[src/rtl/otf_quotient_convert4.sv]
// otf_quotient_convert4: back end of a radix-4 SRT divider. It turns one signed
// quotient digit per cycle into a two's-complement quotient, using the on-the-fly
// Q/QM register pair so the quotient path needs no carry-propagate adder.
// After the last digit it adds the carry-save residual, corrects the sign of the
// quotient and remainder, and pulses done.
//
// Latency: done rises 2 clocks after the edge that accepts the last digit.
// Flow control: there is no backpressure. The digit stream may stall for any
// number of cycles with digit_valid=0, and state0 aborts any division in progress.
//
// Ports:
//   clock, reset_b          rising-edge clock, synchronous active-low reset
//   state0, divisor         start/load strobe, divisor sampled on start
//   digit_valid, qdigit     one-hot signed digit {+2,+1,-1,-2}, 0000 = 0
//   sum, carry              carry-save residual, captured with the last digit
//   quotient, remainder     corrected result, held until the next FIX or reset
//   done, busy, err         result pulse, busy from start until done, sticky illegal digit
module otf_quotient_convert4 #(
  parameter int NDIG    = 4,
  parameter int RW      = 11,
  parameter int DW      = 8,
  parameter int D_ALIGN = 2
) (
  input  logic                clock,
  input  logic                reset_b,
  input  logic                state0,
  input  logic [DW-1:0]       divisor,
  input  logic                digit_valid,
  input  logic [3:0]          qdigit,
  input  logic [RW-1:0]       sum,
  input  logic [RW-1:0]       carry,
  output logic [2*NDIG+1:0]   quotient,
  output logic [RW-1:0]       remainder,
  output logic                done,
  output logic                busy,
  output logic                err
);

  localparam int QW = 2*NDIG + 2;
  localparam int CW = $clog2(NDIG + 1);

  typedef enum logic [1:0] {IDLE, CONV, RESOLVE, FIX} state_e;

  state_e          state_q, state_d;
  logic [QW-1:0]   q_q, q_d;
  logic [QW-1:0]   qm_q, qm_d;
  logic [CW-1:0]   cnt_q;
  logic [DW-1:0]   div_q;
  logic [RW-1:0]   sum_q, carry_q, w_q;
  logic [QW-1:0]   quot_q;
  logic [RW-1:0]   rem_q;
  logic            done_q, busy_q, err_q;

  // Digit decode: 3-bit two's-complement digit value plus an illegal flag.
  logic [2:0] dig;
  logic       dig_illegal, dig_pos, dig_neg;
  logic [1:0] q_app, qm_app;

  always_comb begin
    dig         = 3'b000;
    dig_illegal = 1'b0;
    case (qdigit)
      4'b1000: dig = 3'b010;  // +2
      4'b0100: dig = 3'b001;  // +1
      4'b0010: dig = 3'b111;  // -1
      4'b0001: dig = 3'b110;  // -2
      4'b0000: dig = 3'b000;
      default: dig_illegal = 1'b1;  // more than one bit set: treated as 0
    endcase
  end

  assign dig_neg = dig[2];
  assign dig_pos = !dig[2] && (dig[1:0] != 2'b00);
  // (4+q) mod 4 and q mod 4 are the same two bits, so the Q append is just the
  // low digit bits. Likewise (3+q) mod 4 equals (q-1) mod 4 for the QM append.
  assign q_app  = dig[1:0];
  assign qm_app = dig[1:0] - 2'd1;

  // Next values of the converter pair; QM tracks Q-1 throughout.
  always_comb begin
    q_d  = dig_neg ? {qm_q[QW-3:0], q_app}  : {q_q[QW-3:0], q_app};
    qm_d = dig_pos ? {q_q[QW-3:0], qm_app}  : {qm_q[QW-3:0], qm_app};
  end

  // FSM: state register
  always_ff @(posedge clock) begin
    if (!reset_b) state_q <= IDLE;
    else          state_q <= state_d;
  end

  // FSM: next state
  logic last_dig;
  always_comb begin
    state_d = state_q;
    if (state0) begin
      state_d = CONV;
    end else begin
      case (state_q)
        CONV:    if (last_dig) state_d = RESOLVE;
        RESOLVE: state_d = FIX;
        FIX:     state_d = IDLE;
        default: state_d = IDLE;
      endcase
    end
  end

  // FSM: datapath strobes. state0 overrides everything in the same cycle.
  logic load, accept, resolve, fix;
  always_comb begin
    load     = state0;
    accept   = !state0 && (state_q == CONV) && digit_valid;
    last_dig = accept && (cnt_q == CW'(NDIG - 1));
    resolve  = !state0 && (state_q == RESOLVE);
    fix      = !state0 && (state_q == FIX);
  end

  // Negative residual: step the quotient down by one and add the aligned divisor back.
  logic [RW-1:0] rem_fix;
  assign rem_fix = w_q + (RW'(div_q) << D_ALIGN);

  always_ff @(posedge clock) begin
    if (!reset_b) begin
      q_q     <= '0;
      qm_q    <= '1;
      cnt_q   <= '0;
      div_q   <= '0;
      sum_q   <= '0;
      carry_q <= '0;
      w_q     <= '0;
      quot_q  <= '0;
      rem_q   <= '0;
      done_q  <= 1'b0;
      busy_q  <= 1'b0;
      err_q   <= 1'b0;
    end else begin
      done_q <= fix;
      if (load) begin
        q_q    <= '0;
        qm_q   <= '1;
        cnt_q  <= '0;
        err_q  <= 1'b0;
        div_q  <= divisor;
        busy_q <= 1'b1;
      end else begin
        if (accept) begin
          q_q   <= q_d;
          qm_q  <= qm_d;
          cnt_q <= cnt_q + CW'(1);
          if (dig_illegal) err_q <= 1'b1;
          if (last_dig) begin
            sum_q   <= sum;
            carry_q <= carry;
          end
        end
        if (resolve) w_q <= sum_q + carry_q;
        if (fix) begin
          if (w_q[RW-1]) begin
            quot_q <= qm_q;
            rem_q  <= rem_fix;
          end else begin
            quot_q <= q_q;
            rem_q  <= w_q;
          end
          busy_q <= 1'b0;
        end
      end
    end
  end

  assign quotient  = quot_q;
  assign remainder = rem_q;
  assign done      = done_q;
  assign busy      = busy_q;
  assign err       = err_q;

endmodule

[config.mk]
export PLATFORM = sky130hd
export DESIGN_NAME = otf_quotient_convert4
export DESIGN_NICKNAME = d
export VERILOG_FILES = /design/src/rtl/otf_quotient_convert4.sv
export SDC_FILE = /design/constraint.sdc
export NUM_CORES = 1
export LEC_CHECK = 0
export ABC_CLOCK_PERIOD_IN_PS = 3360
export BUFFER_PORTS_ARGS = -buffer_cell sky130_fd_sc_hd__buf_2
export CORE_ASPECT_RATIO = 1.25
export CORE_UTILIZATION = 60
export DETAILED_ROUTE_END_ITERATION = 10
export PLACE_DENSITY = 0.92
export SKIP_CTS_REPAIR_TIMING = 1
export SLEW_MARGIN = 20
export SYNTH_ARGS = -nofsm -noshare
export SYNTH_HDL_FRONTEND = slang
export SYNTH_SLANG_ARGS = --single-unit
[constraint.sdc]
create_clock -name clock -period 3.36 [get_ports clock]
set_input_delay 0 -clock clock [delete_from_list [all_inputs] [get_ports clock]]
set_output_delay 0 -clock clock [all_outputs]
set_load 0.005 [all_outputs]
=== Word-level counts from Yosys, hierarchy flattened ===
Index checks and enable logic that the tools add are counted.

* Output and inout bits: 24
* Bits of input ports: 38
* Bits in registers: 90

* Equality and inequality tests: 10
* Reductions and logical operators: 17
* Add/subtract/negate cells: 4
* Bitwise logic cells: 3
* Multiplexer cells: 10

{| class="wikitable"
|+ Operators with widths
! cell !! count
|-
| 2-to-1 mux 10 bit || 3
|-
| one-hot mux 3 bit (4 select lines) || 1
|-
| adder 11 x 10 -> 11 bit || 1
|-
| adder 11 bit || 1
|-
| 2-to-1 mux 11 bit || 1
|-
| logical AND 1 bit || 6
|-
| AND reduction 2 bit || 3
|-
| OR reduction 5 bit || 1
|-
| == test 2 bit (second input constant) || 2
|-
| == test 4 x 1 -> 1 bit (second input constant) || 1
|-
| == test 4 x 2 -> 1 bit (second input constant) || 1
|-
| == test 4 x 3 -> 1 bit (second input constant) || 1
|-
| == test 4 bit (second input constant) || 1
|-
| zero test 4 bit || 1
|-
| one-hot mux 2 bit (2 select lines) || 1
|-
| nonzero test 2 bit || 2
|-
| adder 3 x 1 -> 3 bit (second input constant) || 1
|-
| == test 3 x 2 -> 1 bit (second input constant) || 1
|-
| 2-to-1 mux 1 bit || 3
|-
| != test 3 bit (second input constant) || 1
|-
| NOT 1 bit || 3
|-
| AND reduction 3 bit || 1
|-
| == test 2 x 1 -> 1 bit (second input constant) || 1
|-
| zero test 1 bit || 2
|-
| 4 further kinds || 4
|}

=== Logic depth before layout (Yosys ltp) ===
* Depth after elaboration: 7
* Depth in mapped cells: 8
* Depth with buffers taken out: 8

=== Least setup slack after synthesis ===
OpenSTA, ideal clock, no wires.

* Path kind: register to register
* From: register w_q[2]
* To: register rem_q[10], in the netlist remainder[10]
* Arrival: 1738 ps
* Setup slack: 1502 ps
* Cell stages (with the launch flop): 9
* Cells stage by stage: dfxtp_1 -> ha_1 -> inv_1 -> fa_1 -> nor2b_1 -> o31ai_1 -> a21oi_1 -> a2111oi_2 -> a211o_1

* Cells in the longest elaborated chain, start to end: 2

{| class="wikitable"
|+ RTL lines
! item !! line !! text
|-
| start, declared || 49 || <nowiki>logic [RW-1:0] sum_q, carry_q, w_q;</nowiki>
|-
| start signal, assigned || 155 || <nowiki>if (resolve) w_q <= sum_q + carry_q;</nowiki>
|-
| adder 11 x 10 -> 11 bit || 119 || <nowiki>assign rem_fix = w_q + (RW'(div_q) << D_ALIGN);</nowiki>
|-
| 2-to-1 mux 11 bit || 157 || <nowiki>if (w_q[RW-1]) begin</nowiki>
|-
| end signal, assigned || 159 || <nowiki>rem_q <= rem_fix;</nowiki>
|-
| end signal, assigned || 162 || <nowiki>rem_q <= w_q;</nowiki>
|-
| end, declared || 51 || <nowiki>logic [RW-1:0] rem_q;</nowiki>
|}

Every way passes these cells.
A chain may end at the register's enable or synchronous reset.

=== Worst setup path after layout ===
Same ends and word-level chain as after synthesis.

==> flow_summary.toml <==
[sta]
setup_violations = 0
rsz0062_at_grt = "false"
fmax_mhz = 471.3
hold_ws_ns = 0.04649
period_share = 0.6315
fin_tns_setup_ns = 0
setup_slack_ns = 1.238
slew_headroom = 0.4484
finalClockSkew_ns = 0.009185
final-hold-violation-count = 0
post-route-min-period_ns = 2.122
final_max_slew_viol_count = 0
worstMarginPinSlew_ns = 0.8266

[yosys]
synth_cell_types = 50
ys_async_sr_fraction = 0
ys_warn_count = 0
synthFlopType = "dfxtp_1"
syn-mean-instance-area_um2 = 8.449
synth_area_um2 = 4377
yosysSeqAreaShare = 0.4117
ys_ff_latch = 90
synth_edf_count = 0
syn-num-nets = 582
postSynthCellCount = 518

[critical_path]
startpoint_type = "flip-flop"
critPathKind = "flip-flop to flip-flop"
crit_fanout = 3
worstPathRequired_ns = 3.63
r2r_cells = 8
arrival_ns = 2.40
endpoint_kind = "flip-flop"

[global_route]
grt_max_degree = 38
grt_usage = 0.2698
grt_use_met2 = 0.4663
gr-total-overflow = 0
grt.busiest_layer = "met2"
antenna_found_initial = 0
met3_usage = 0.05822
use_met1 = 0.3064
grt_pass1_vias = 3762
grt_pass1_wl_um = 16390

[detailed_routing]
routedWlPerCell_um = 15.27
vias = 4033
drt_iter0_drc = 225
ant_nets = 0
via_per_inst = 5.853
drc_errors = 0
drt_wl_total_um = 10520
dr.pass1.iters = 5

[clock_network]
clock_latency_ns = 0.38
cts_buffers = 9
htree_num_levels = 3
clock-root-buffer = "clkbuf_8"
cts.sink_count = 90
path_clk_slew_ns = 0.10
clk_path_buf_depth = 2
cts_tree = "done"

[place]
post-place-ws_ns = 1.296
portBuffers = 61
hpwl_um = 6885
gp_congestion = 0.8753
placed_area_um2 = 4679
dp.cells = 643

[power_and_ir_drop]
ir_worst_vdd_mv = 0.4038
p_per_area_nw_per_um2 = 387.6
p_total_mw = 2.005
p_leak_nw = 2.215

[floorplan]
initial_utilization = 0.6235
core-area_um2 = 7019
die_area_um2 = 7642
io_pins = 62
fp.dieW_um = 78.39
die_h_um = 97.49
fp-row-count = 34

[worst_hold_path]
whs_path_depth = 3
hp-class = "input port to flip-flop"

[layout]
fin_nets = 658
final_cell_mix = "dfxtp_1, nand2_1, buf_2"
drive_gt1_frac = 0.1452
diodes = 0
fin_util = 0.7371
fin_cells = 689
final_common_cell = "dfxtp_1"
syn2layout_area_growth_pct = 18.21
design_area_um2 = 5174

[outcome]
run_status = "finished, final reports clean"

[job]
maxCapViolCount = 0
final timing paths:
| kind | from | to | slack [ns] |
|---|---|---|---|
| max | w_q[2]$_SDFFE_PN0P_ | remainder[10]$_SDFFE_PN0P_ | 1.24 |
| max reg2reg | w_q[2]$_SDFFE_PN0P_ | remainder[10]$_SDFFE_PN0P_ | 1.24 |
| min reg2reg | quotient[1]$_SDFFE_PN0P_ | quotient[1]$_SDFFE_PN0P_ | 0.46 |
| min | reset_b | w_q[8]$_SDFFE_PN0P_ | 0.05 |
cell families (layout without fill, tap and decap cells):
logic type               after synthesis  after routing  share of synthesized area
AND/OR/NAND/NOR                      204            204                     0.2136
AO/OA/AOI/OAI                        113            113                     0.1584
flip-flops                            90             90                     0.4117
buffers and inverters                 44            125                    0.04717
multiplexers                          33             33                    0.07547
adder cells (fa/ha/maj)               26             26                    0.07776
XOR/XNOR                               8              8                    0.01601
sequential cells by signal, summed over array words and instances (netlist names):
| signal | cells |
|---|---|
| carry_q | 11 |
| remainder | 11 |
| sum_q | 11 |
| w_q | 11 |
| q_q | 10 |
| qm_q | 10 |
| quotient | 10 |
| div_q | 8 |
| cnt_q | 3 |
| state_q | 2 |
| busy | 1 |
| done | 1 |
| err | 1 |
layout make-up:
class / instances / area (µm²)
sequential: 90 / 1802
clock buffer: 9 / 123.9
inverter: 13 / 48.80
clock inverter: 7 / 70.07
multi-input combinational: 384 / 2374
timing repair buffer: 96 / 643.1
tap: 90 / 112.6
fill: 488 / 1846
per-layer routing:
layer	wire length, µm	share of wire
met5	0	0
met4	275	0.026
met3	496	0.047
met2	5522	0.52
met1	4227	0.40
critical path, stage by stage (launching register included):
cell	delay, ns
dfxtp_1	0.39
ha_1	0.21
inv_1	0.06
fa_1	0.40
nor2b_1	0.19
o31ai_1	0.11
a21oi_1	0.27
a2111oi_2	0.12
a211o_1	0.27
power breakdown:
| part | internal, mW | switching (mW) |
|---|---|---|
| Sequential | 1.08 | 0.0124 |
| Combinational | 0.0788 | 0.0949 |
| Clock | 0.292 | 0.446 |
| Total | 1.45 | 0.553 |
synth_stat cells, drive strengths merged, types with 5 or more instances:
cell type / instances / area, µm²
a211oi: 15 / 112.6
inv: 13 / 48.79
dfxtp: 90 / 1802
mux2i: 33 / 330.3
nand3: 21 / 105.1
nand2b: 7 / 51.30
nand2: 88 / 332.8
and3: 5 / 31.28
o21ai: 32 / 160.2
a211o: 5 / 43.79
buf: 14 / 93.84
nor3: 7 / 35.03
nand4: 10 / 62.56
a21oi: 38 / 190.2
nor2: 44 / 165.2
clkbuf: 17 / 63.81
ha: 24 / 300.3
No activity file was read; power rests on OpenSTA's default activity.
